### config.mk
export PLATFORM = sky130hd
export DESIGN_NAME = vga_score_display_flat
export DESIGN_NICKNAME = d
export VERILOG_FILES = /design/src/rtl/vga_score_display_if.sv /design/src/rtl/vga_score_display.sv /design/src/flat_wrapper.sv
export SDC_FILE = /design/constraint.sdc
export NUM_CORES = 1
export LEC_CHECK = 0
export ABC_CLOCK_PERIOD_IN_PS = 2250
export CORE_ASPECT_RATIO = 2
export CORE_MARGIN = 2
export CORE_UTILIZATION = 54
export DETAILED_ROUTE_END_ITERATION = 10
export GPL_ROUTABILITY_DRIVEN = 0
export PLACE_DENSITY = 0.81
export SYNTH_ARGS = -nofsm -noshare
export SYNTH_HDL_FRONTEND = slang
export SYNTH_SLANG_ARGS = --single-unit
### constraint.sdc
create_clock -name clk -period 2.25 [get_ports clk]
set_input_delay 0.225 -clock clk [delete_from_list [all_inputs] [get_ports clk]]
set_output_delay 0.225 -clock clk [all_outputs]
set_load 0.01 [all_outputs]
### src/rtl/vga_score_display_if.sv
// rtl/vga_score_display_if.sv - VGA timing, score inputs and RGB outputs of the score renderer.
interface vga_score_display_if #(
  parameter int N_DIGITS = 1
);
  logic [9:0]            h_cnt;
  logic [9:0]            v_cnt;
  logic                  valid;
  logic                  vsync;
  logic [4*N_DIGITS-1:0] score0;
  logic [4*N_DIGITS-1:0] score1;
  logic [3:0]            vgaRed;
  logic [3:0]            vgaGreen;
  logic [3:0]            vgaBlue;

  modport master (
    output h_cnt, v_cnt, valid, vsync, score0, score1,
    input  vgaRed, vgaGreen, vgaBlue
  );

  modport slave (
    input  h_cnt, v_cnt, valid, vsync, score0, score1,
    output vgaRed, vgaGreen, vgaBlue
  );
endinterface

### src/rtl/vga_score_display.sv
// rtl/vga_score_display.sv - two-player seven-segment BCD score overlay, 2-stage pixel pipeline.
module vga_score_display #(
  parameter int          N_DIGITS     = 1,
  parameter int          X_P1         = 275,
  parameter int          X_P0         = 340,
  parameter int          Y0           = 190,
  parameter int          DIG_W        = 50,
  parameter int          DIG_H        = 90,
  parameter int          SEG_W        = 10,
  parameter int          DIG_GAP      = 15,
  parameter logic [11:0] FG_COLOR     = 12'hfff,
  parameter logic [11:0] BG_COLOR     = 12'h000,
  parameter logic [11:0] FLASH_COLOR  = 12'hf00,
  parameter int          FLASH_FRAMES = 60,
  parameter int          BLINK_BIT    = 3,
  parameter int          LZ_BLANK     = 1
) (
  input  logic                  clk,
  input  logic                  rst_n,
  vga_score_display_if.slave    bus
);

  localparam int SW    = 4 * N_DIGITS;
  localparam int PITCH = DIG_W + DIG_GAP;
  localparam int FW    = $clog2(FLASH_FRAMES + 1);
  localparam int LXW   = $clog2(DIG_W + 1);
  localparam int LYW   = $clog2(DIG_H + 1);

  logic          r_vsync_d;
  logic [SW-1:0] r_lat0, r_lat1;
  logic [FW-1:0] r_flash0, r_flash1;
  logic          w_frame_tick;

  assign w_frame_tick = r_vsync_d & ~bus.vsync;

  // Scores are only sampled on the vsync falling edge so digits never tear mid-frame.
  always_ff @(posedge clk or negedge rst_n) begin
    if (!rst_n) begin
      r_vsync_d <= 1'b1;
      r_lat0    <= '0;
      r_lat1    <= '0;
      r_flash0  <= '0;
      r_flash1  <= '0;
    end else begin
      r_vsync_d <= bus.vsync;
      if (w_frame_tick) begin
        r_lat0 <= bus.score0;
        r_lat1 <= bus.score1;
        if (bus.score0 != r_lat0)   r_flash0 <= FW'(FLASH_FRAMES);
        else if (r_flash0 != '0)    r_flash0 <= r_flash0 - FW'(1);
        if (bus.score1 != r_lat1)   r_flash1 <= FW'(FLASH_FRAMES);
        else if (r_flash1 != '0)    r_flash1 <= r_flash1 - FW'(1);
      end
    end
  end

  function automatic int f_x0(input int p, input int k);
    return ((p == 0) ? X_P0 : X_P1) + k * PITCH;
  endfunction

  // Nibble for digit k (0 = MSD); 4'hF stands for a leading-zero blank.
  function automatic logic [3:0] f_nib(input logic [SW-1:0] s, input int k);
    logic       lead;
    logic [3:0] n;
    lead = 1'b1;
    for (int j = 0; j < N_DIGITS; j++)
      if (j <= k && s[4*(N_DIGITS-1-j) +: 4] != 4'h0) lead = 1'b0;
    n = s[4*(N_DIGITS-1-k) +: 4];
    if (LZ_BLANK != 0 && lead && k != N_DIGITS - 1) n = 4'hF;
    return n;
  endfunction

  logic           w_hit, w_player;
  logic [LXW-1:0] w_lx;
  logic [LYW-1:0] w_ly;
  logic [3:0]     w_nib;
  int             w_h, w_v;

  always_comb begin
    w_hit    = 1'b0;
    w_player = 1'b0;
    w_lx     = '0;
    w_nib    = 4'hF;
    w_h      = int'(bus.h_cnt);
    w_v      = int'(bus.v_cnt) - Y0;
    w_ly     = LYW'(w_v);
    // Player 1 is scanned first so an overlapping player-0 hit overrides it.
    for (int p = 1; p >= 0; p--) begin
      for (int k = 0; k < N_DIGITS; k++) begin
        if (w_v >= 0 && w_v < DIG_H && w_h >= f_x0(p, k) && w_h < f_x0(p, k) + DIG_W) begin
          w_hit    = 1'b1;
          w_player = (p != 0);
          w_lx     = LXW'(w_h - f_x0(p, k));
          w_nib    = (p == 0) ? f_nib(r_lat0, k) : f_nib(r_lat1, k);
        end
      end
    end
  end

  logic           r_s1_valid, r_s1_hit, r_s1_player;
  logic [LXW-1:0] r_s1_lx;
  logic [LYW-1:0] r_s1_ly;
  logic [3:0]     r_s1_nib;

  always_ff @(posedge clk or negedge rst_n) begin
    if (!rst_n) begin
      r_s1_valid  <= 1'b0;
      r_s1_hit    <= 1'b0;
      r_s1_player <= 1'b0;
      r_s1_lx     <= '0;
      r_s1_ly     <= '0;
      r_s1_nib    <= '0;
    end else begin
      r_s1_valid  <= bus.valid;
      r_s1_hit    <= w_hit;
      r_s1_player <= w_player;
      r_s1_lx     <= w_lx;
      r_s1_ly     <= w_ly;
      r_s1_nib    <= w_nib;
    end
  end

  int            w_lx2, w_ly2;
  logic [6:0]    w_segs_on, w_pattern;
  logic          w_lit;
  logic [FW-1:0] w_flash;
  logic [11:0]   w_rgb;

  // Segment vectors are ordered {a,b,c,d,e,f,g}.
  always_comb begin
    w_lx2     = int'(r_s1_lx);
    w_ly2     = int'(r_s1_ly);
    w_segs_on = {
      (w_ly2 < SEG_W),
      (w_lx2 >= DIG_W - SEG_W && w_ly2 <  DIG_H / 2),
      (w_lx2 >= DIG_W - SEG_W && w_ly2 >= DIG_H / 2),
      (w_ly2 >= DIG_H - SEG_W),
      (w_lx2 <  SEG_W && w_ly2 >= DIG_H / 2),
      (w_lx2 <  SEG_W && w_ly2 <  DIG_H / 2),
      (w_ly2 >= (DIG_H - SEG_W) / 2 && w_ly2 < (DIG_H + SEG_W) / 2)
    };
    case (r_s1_nib)
      4'd0:    w_pattern = 7'b1111110;
      4'd1:    w_pattern = 7'b0110000;
      4'd2:    w_pattern = 7'b1101101;
      4'd3:    w_pattern = 7'b1111001;
      4'd4:    w_pattern = 7'b0110011;
      4'd5:    w_pattern = 7'b1011011;
      4'd6:    w_pattern = 7'b1011111;
      4'd7:    w_pattern = 7'b1110000;
      4'd8:    w_pattern = 7'b1111111;
      4'd9:    w_pattern = 7'b1111011;
      default: w_pattern = 7'b0000000;
    endcase
    w_lit   = r_s1_hit && (|(w_pattern & w_segs_on));
    w_flash = r_s1_player ? r_flash1 : r_flash0;
    w_rgb   = BG_COLOR;
    if (!r_s1_valid)            w_rgb = 12'h000;
    else if (w_lit) begin
      if (w_flash == '0)        w_rgb = FG_COLOR;
      else if (!w_flash[BLINK_BIT]) w_rgb = FLASH_COLOR;
    end
  end

  logic [11:0] r_rgb;

  always_ff @(posedge clk or negedge rst_n) begin
    if (!rst_n) r_rgb <= 12'h000;
    else        r_rgb <= w_rgb;
  end

  assign bus.vgaRed   = r_rgb[11:8];
  assign bus.vgaGreen = r_rgb[7:4];
  assign bus.vgaBlue  = r_rgb[3:0];

endmodule

### src/flat_wrapper.sv
// flat-port wrapper written by rule: the top's interface ports become plain ports
module vga_score_display_flat 
#(
  parameter int          N_DIGITS     = 1,
  parameter int          X_P1         = 275,
  parameter int          X_P0         = 340,
  parameter int          Y0           = 190,
  parameter int          DIG_W        = 50,
  parameter int          DIG_H        = 90,
  parameter int          SEG_W        = 10,
  parameter int          DIG_GAP      = 15,
  parameter logic [11:0] FG_COLOR     = 12'hfff,
  parameter logic [11:0] BG_COLOR     = 12'h000,
  parameter logic [11:0] FLASH_COLOR  = 12'hf00,
  parameter int          FLASH_FRAMES = 60,
  parameter int          BLINK_BIT    = 3,
  parameter int          LZ_BLANK     = 1
)
  (clk, rst_n, bus_h_cnt, bus_v_cnt, bus_valid, bus_vsync, bus_score0, bus_score1, bus_vgaRed, bus_vgaGreen, bus_vgaBlue);
  vga_score_display_if #(.N_DIGITS(N_DIGITS)) bus_i ();
  input  logic clk;
  input  logic rst_n;
  input wire logic [$bits(bus_i.h_cnt)-1:0] bus_h_cnt;
  input wire logic [$bits(bus_i.v_cnt)-1:0] bus_v_cnt;
  input wire logic [$bits(bus_i.valid)-1:0] bus_valid;
  input wire logic [$bits(bus_i.vsync)-1:0] bus_vsync;
  input wire logic [$bits(bus_i.score0)-1:0] bus_score0;
  input wire logic [$bits(bus_i.score1)-1:0] bus_score1;
  output wire logic [$bits(bus_i.vgaRed)-1:0] bus_vgaRed;
  output wire logic [$bits(bus_i.vgaGreen)-1:0] bus_vgaGreen;
  output wire logic [$bits(bus_i.vgaBlue)-1:0] bus_vgaBlue;
  assign bus_i.h_cnt = bus_h_cnt;
  assign bus_i.v_cnt = bus_v_cnt;
  assign bus_i.valid = bus_valid;
  assign bus_i.vsync = bus_vsync;
  assign bus_i.score0 = bus_score0;
  assign bus_i.score1 = bus_score1;
  assign bus_vgaRed = bus_i.vgaRed;
  assign bus_vgaGreen = bus_i.vgaGreen;
  assign bus_vgaBlue = bus_i.vgaBlue;
  vga_score_display #(.N_DIGITS(N_DIGITS), .X_P1(X_P1), .X_P0(X_P0), .Y0(Y0), .DIG_W(DIG_W), .DIG_H(DIG_H), .SEG_W(SEG_W), .DIG_GAP(DIG_GAP), .FG_COLOR(FG_COLOR), .BG_COLOR(BG_COLOR), .FLASH_COLOR(FLASH_COLOR), .FLASH_FRAMES(FLASH_FRAMES), .BLINK_BIT(BLINK_BIT), .LZ_BLANK(LZ_BLANK)) u_core (.clk(clk), .rst_n(rst_n), .bus(bus_i));
endmodule
==> impl_metrics.json, run 1 <==
{
  "layout-drive-gt1-share_pct": 12.68,
  "area_growth_pct": 22.48,
  "power_uw": 1811,
  "crit_required_ns": 2.42,
  "yosysTopAreaCell": "dfrtp_1",
  "post_cts_buffers": 0,
  "fill_cells": 368,
  "ys_types": 59,
  "maxSlewViolCount": 0,
  "crit_fanout": 7,
  "yosys.area.top_type_share_pct": 38.16,
  "port_buffers": 43,
  "grt.busiest_layer": "met2",
  "io_pins": 44,
  "via_per_inst": 5.848,
  "fin_crit_sh_pct": 92.00,
  "setup_viol": 0,
  "post_cts_resized": 0,
  "dpl.hpwl_mm": 4.682,
  "grtUsageTotal_pct": 23.98,
  "synthFlopType": "dfrtp_1",
  "seq_area_frac_synth_pct": 39.13,
  "worst_ep_arrival_time_ns": 2.24,
  "synth_fp_nets": 333,
  "antenna_found_initial": 0,
  "grt_pass1_vias": 2361,
  "num_antenna_cells": 0,
  "grt_pass1_wl_mm": 10.19,
  "synth.area.top_cells": "dfrtp_1 38%, ha_1 6.5%, nand2_1 6.3%",
  "dieArea_um2": 5594,
  "grt.met2_usage_pct": 43.12,
  "final_cell_mix": "45 x nand2_1, 42 x clkdlybuf4s50_1, 41 x dfrtp_1",
  "fin_crit_ns": 2.070,
  "ys_ff_latch": 42,
  "setup_ws_ns": 0.1801,
  "die_w_um": 53.90,
  "clockBufferDepth": 2,
  "hold_path.class": "input port to asynchronous set/reset pin",
  "power.density_nw_per_um2": 550.0,
  "final_area_um2": 3293,
  "hold_violations": 0,
  "slew_headroom_pct": 40.11,
  "place_area_um2": 3201,
  "root_buffer": "clkbuf_8",
  "yosysWarnings": 0,
  "cts_buffers": 5,
  "cellLeakagePower_uw": 0.001310,
  "htreeDepth": 2,
  "use_met3_pct": 2.882,
  "finClkSkew_ns": 0.009784,
  "postRouteAntennaNets": 0,
  "vias": 2316,
  "grtUsageMet1_pct": 24.86,
  "initial_core_util_pct": 55.79,
  "die_height_um": 103.8,
  "crit_slowest_cell": "or4_1",
  "wl_per_cell_um": 14.94,
  "rows": 36,
  "dp_slack_ns": -0.1184,
  "syn_avg_cell_area_um2": 9.369,
  "cts_tree": "built",
  "peakVddDrop_uv": 779.9,
  "maxCapViolCount": 0,
  "synth_enable_flop_cells": 0,
  "grt_max_degree": 43,
  "finalSetupTns_ns": 0,
  "path_cells": "clkdlybuf4s50_1 > inv_1 > ha_1 > a21bo_1 > a211oi_1 > or4_1 > buf_4 > o32ai_1 > nand2b_1",
  "cp-start-kind": "input port",
  "insertion_delay_ns": 0.30,
  "drtIter0Drc": 34,
  "clkTransAtPathRegs_ns": 0.09,
  "async_flop_share_pct": 100.0,
  "criticalPathCategory": "input port to flop",
  "postCtsHoldBufs": 0,
  "rsz0062_at_grt": "false",
  "cts.sinks": 42,
  "fin_nets": 384,
  "cpPeakStageDelay_ns": 0.57,
  "maxClockFrequency_mhz": 483.1,
  "drc": 0,
  "status": "finished clean",
  "final_common_cell": "nand2_1",
  "routed_wirelength_mm": 5.915,
  "netlist_area_um2": 2689,
  "core-area_um2": 4820,
  "grt_overflow": 0,
  "dr.pass1.iters": 4,
  "synthCells": 287,
  "tightestPinTransition_ns": 0.8983,
  "critPathCaptureType": "flop"
}
final cells by class:
| class | count | area [µm²] | share of cell area [%] |
|---|---|---|---|
| Tap cell | 57 | 71.32 | 2.166 |
| Sequential cell | 42 | 1052 | 31.95 |
| Inverter | 14 | 52.55 | 1.596 |
| Clock inverter | 3 | 23.77 | 0.7219 |
| Timing Repair Buffer | 63 | 575.6 | 17.48 |
| Multi-Input combinational cell | 212 | 1449 | 44.00 |
| Clock buffer | 5 | 68.82 | 2.090 |
cells by family (layout without fill, tap and decap cells):
| logic type | after synthesis | count (layout) | share of synthesized area [%] |
|---|---|---|---|
| buf+inv | 33 | 85 | 6.980 |
| compound gates | 59 | 59 | 16.75 |
| fa+ha+maj | 14 | 14 | 6.515 |
| xor+xnor | 23 | 23 | 7.492 |
| mux | 4 | 4 | 1.582 |
| simple gates | 112 | 112 | 21.54 |
| flops | 42 | 42 | 39.13 |
through the flow:
step	instances	hold WS [ns]	util, %
after floorplan	287	-0.07059	-
after global placement	388	0.3948	66.41
after detailed placement	388	0.4028	66.41
after CTS	396	0.07433	68.33
after global routing	396	0.1210	68.33
final	396	0.04432	68.33
layer usage:
layer	up-vias	share of wire (%)
li1	1115	-
met1	1115	35
met2	63	57
met3	23	2.6
met4	0	4.9
met5	-	0
cells in the mapped netlist (2+ instances only):
master	number
a211oi_1	2
a21oi_1	11
a31o_2	2
a31oi_1	3
and2_1	2
and3_1	3
buf_2	3
buf_4	10
buf_6	3
clkbuf_1	3
dfrtp_1	41
ha_1	14
inv_1	14
mux2_2	2
mux2i_1	2
nand2_1	45
nand2b_1	12
nand3_1	7
nand4_1	4
nor2_1	14
nor2b_1	5
nor3_1	6
nor3b_1	2
o2111ai_1	2
o21a_1	3
o21ai_0	9
o22ai_1	3
o311ai_0	2
o31ai_1	2
o32a_1	2
o32ai_1	4
or4_1	2
xnor2_1	18
xor2_1	5
final timing paths:
| check | start | to | slack (ns) | cells after the start |
|---|---|---|---|---|
| min reg2reg | u_core.r_lat1[1] | u_core.r_lat1[1] | 0.54 | 2 |
| max | bus_h_cnt[3] | u_core.r_s1_nib[3] | 0.18 | 9 |
| min | rst_n | u_core.r_flash0[0] | 0.04 | 1 |
| max in group asynchronous | rst_n | u_core.r_s1_lx[4] | 1.63 | 1 |
| max reg2reg | u_core.r_s1_nib[1] | u_core.r_rgb[7] | 0.48 | 7 |
| min in group clk | bus_v_cnt[0] | u_core.r_s1_ly[0] | 0.37 | 1 |
critical path, delay by kind of cell:
kind / cells / cell delay [ns]
simple gates: 2 / 0.67
compound gates: 3 / 0.39
buf+inv: 3 / 0.75
fa+ha+maj: 1 / 0.20
registers in the layout, indices dropped and copies added, names as in the netlist:
signal	cells
u_core.r_flash1	6
u_core.r_rgb	2
u_core.r_lat0	4
u_core.r_s1_hit	1
u_core.r_s1_lx	5
u_core.r_s1_nib	4
u_core.r_vsync_d	1
u_core.r_s1_player	1
u_core.r_s1_ly	7
u_core.r_s1_valid	1
u_core.r_lat1	4
u_core.r_flash0	6
report_power, final:
group | internal [µW] | switching [µW]
Sequential | 831 | 88.9
Clock | 222 | 269
Combinational | 203 | 198
No activity file was read; power rests on OpenSTA's default activity.
==> run 2: changes to the inputs <==
ABC_CLOCK_PERIOD_IN_PS = 2600   (was 2250)
CORE_UTILIZATION = 58   (was 54)
PLACE_DENSITY = 0.86   (was 0.81)
clock period = 2.6 ns   (was 2.25 ns; I/O delays follow)
==> run 2 against run 1 <==
  * Combinational power shrank 19%
  * First-iteration DRC count grew 88%
  * Clock skew is 0.0019 ns higher
  * Non-clock buffer count fell by 15
  * Register-to-register slack improved by 0.27 ns
  * Cell count shrank 4.3%
  * Core utilization up 1.8 points
  * Power shrank 10%
  * Largest cell class unchanged
  * Largest power group unchanged
==> impl_metrics.json, run 2 (synthesized netlist as in run 1, its figures left out) <==
{
  "status": "finished clean",
  "fin_crit_ns": 2.189,
  "placed_cells": 371,
  "setup_viol": 0,
  "drc": 0,
  "io_pins": 44,
  "cts.sinks": 42,
  "fin_crit_sh_pct": 84.20,
  "grt_pass1_wl_mm": 9.508,
  "largest_reg_flops": 7,
  "cts_tree": "built",
  "tightestPinTransition_ns": 0.8788,
  "final_common_cell": "nand2_1",
  "multi_input_area_um2": 1449,
  "port_buffers": 43,
  "power.density_nw_per_um2": 507.8,
  "grtUsageTotal_pct": 24.18,
  "final_cell_mix": "45 x nand2_1, 42 x clkdlybuf4s50_1, 41 x dfrtp_1",
  "final_area_um2": 3196,
  "postRouteAntennaNets": 0,
  "vias": 2244,
  "clockBufferDepth": 2,
  "criticalPathCategory": "input port to flop",
  "maxCapViolCount": 0,
  "layout.cells.non_filler": 379,
  "post_cts_buffers": 0,
  "regMostFlops": "u_core.r_s1_ly",
  "slew_headroom_pct": 41.42,
  "setup_ws_ns": 0.4107,
  "crit_required_ns": 2.78,
  "core-area_um2": 4554,
  "regArea_um2": 1052,
  "rsz0062_at_grt": "false",
  "drtIter0Drc": 64,
  "cp-start-kind": "input port",
  "rows": 35,
  "die_height_um": 100.3,
  "crit_fanout": 7,
  "reg_top3": "u_core.r_s1_ly: 7 flops, u_core.r_flash0: 6 flops, u_core.r_flash1: 6 flops",
  "crit_start": "bus_h_cnt[1]",
  "fin_nets": 369,
  "dr.pass1.iters": 5,
  "grt_max_degree": 43,
  "clkTransAtPathRegs_ns": 0.08,
  "area_growth_pct": 18.85,
  "dieArea_um2": 5230,
  "via_per_inst": 5.921,
  "num_antenna_cells": 0,
  "critPathCaptureType": "flop",
  "wl_met2_mm": 3.206,
  "top_layer": "met4",
  "worst_ep_arrival_time_ns": 2.37,
  "maxSlewViolCount": 0,
  "layout-drive-gt1-share_pct": 8.333,
  "root_buffer": "clkbuf_8",
  "fill_cells": 360,
  "routed_wirelength_mm": 5.522,
  "place_area_um2": 3085,
  "cts_buffers": 5,
  "r2r-start": "u_core.r_vsync_d",
  "peakVddDrop_uv": 635.4,
  "hold_violations": 0,
  "hold_path.class": "input port to asynchronous set/reset pin",
  "maxClockFrequency_mhz": 456.8,
  "postCtsHoldBufs": 0,
  "antenna_found_initial": 0,
  "insertion_delay_ns": 0.30,
  "route.met3.wl_um": 141,
  "post_cts_resized": 0,
  "grt_overflow": 0,
  "cellLeakagePower_uw": 0.001248,
  "dpl.hpwl_mm": 4.428,
  "finalSetupTns_ns": 0,
  "finClkSkew_ns": 0.01166,
  "initial_core_util_pct": 59.04,
  "utilization_pct": 70.16,
  "wl_met1_mm": 1.912,
  "wl_per_cell_um": 14.57,
  "die_w_um": 52.15,
  "dp_slack_ns": 0.1394,
  "grt_pass1_vias": 2254,
  "htreeDepth": 2
}
==> run 2: cell types whose count changed in the layout (fill, tap and decap cells not counted) <==
cell / change
bufinv_16: +1
clkbuf_1: +1
clkinvlp_4: -1
inv_6: -1
buf_4: -15
==> run 2: path summary, 6_finish.rpt <==
| kind | slack [ns] | to | cells past startpoint |
|---|---|---|---|
| max | 0.41 | u_core.r_s1_nib[1] | 8 |
| min reg2reg | 0.54 | u_core.r_flash1[1] | 2 |
| min in group clk | 0.41 | u_core.r_s1_ly[0] | 1 |
| min | 0.07 | u_core.r_flash0[1] | 1 |
| max reg2reg | 0.75 | u_core.r_flash1[5] | 5 |
| max in group asynchronous | 1.96 | u_core.r_s1_ly[4] | 1 |
==> run 2: cell type report <==
class | instances | area share [%]
Clock buffer | 6 | 2.271
Clock inverter | 2 | 1.175
Inverter | 14 | 1.644
Multi-Input combinational cell | 212 | 45.34
Sequential cell | 42 | 32.93
Timing Repair Buffer | 48 | 14.49
Tap cell | 55 | 2.153
==> run 2: layer usage <==
| layer | vias to the layer above | global-route usage, % |
|---|---|---|
| met3 | 21 | 3.571 |
| met2 | 68 | 45.37 |
| met5 | - | 0 |
| met4 | 0 | 15.78 |
| met1 | 1079 | 22.71 |
| li1 | 1076 | - |
==> run 2: where the power goes <==
group / switching [µW] / internal (µW)
registers: 74.2 / 719
clock network: 217 / 286
logic: 164 / 162
total: 455 / 1170
==> run 2: stage by stage <==
stage | hold WS [ns] | power (µW)
3_3_place_gp | 0.4256 | 1116
4_1_cts | 0.1105 | 1633
2_1_floorplan | -0.03559 | 995.5
6_report | 0.07180 | 1623
3_5_place_dp | 0.4341 | 1132
5_1_grt | 0.1619 | 1709
==> run 2: worst max-delay path, cell delays in order <==
cell and delay, ns:
clkdlybuf4s50_1 0.56, ha_1 0.27, a21bo_1 0.14, a211oi_1 0.08, or4_1 0.59, buf_4 0.21, o32ai_1 0.14, nand2b_1 0.10
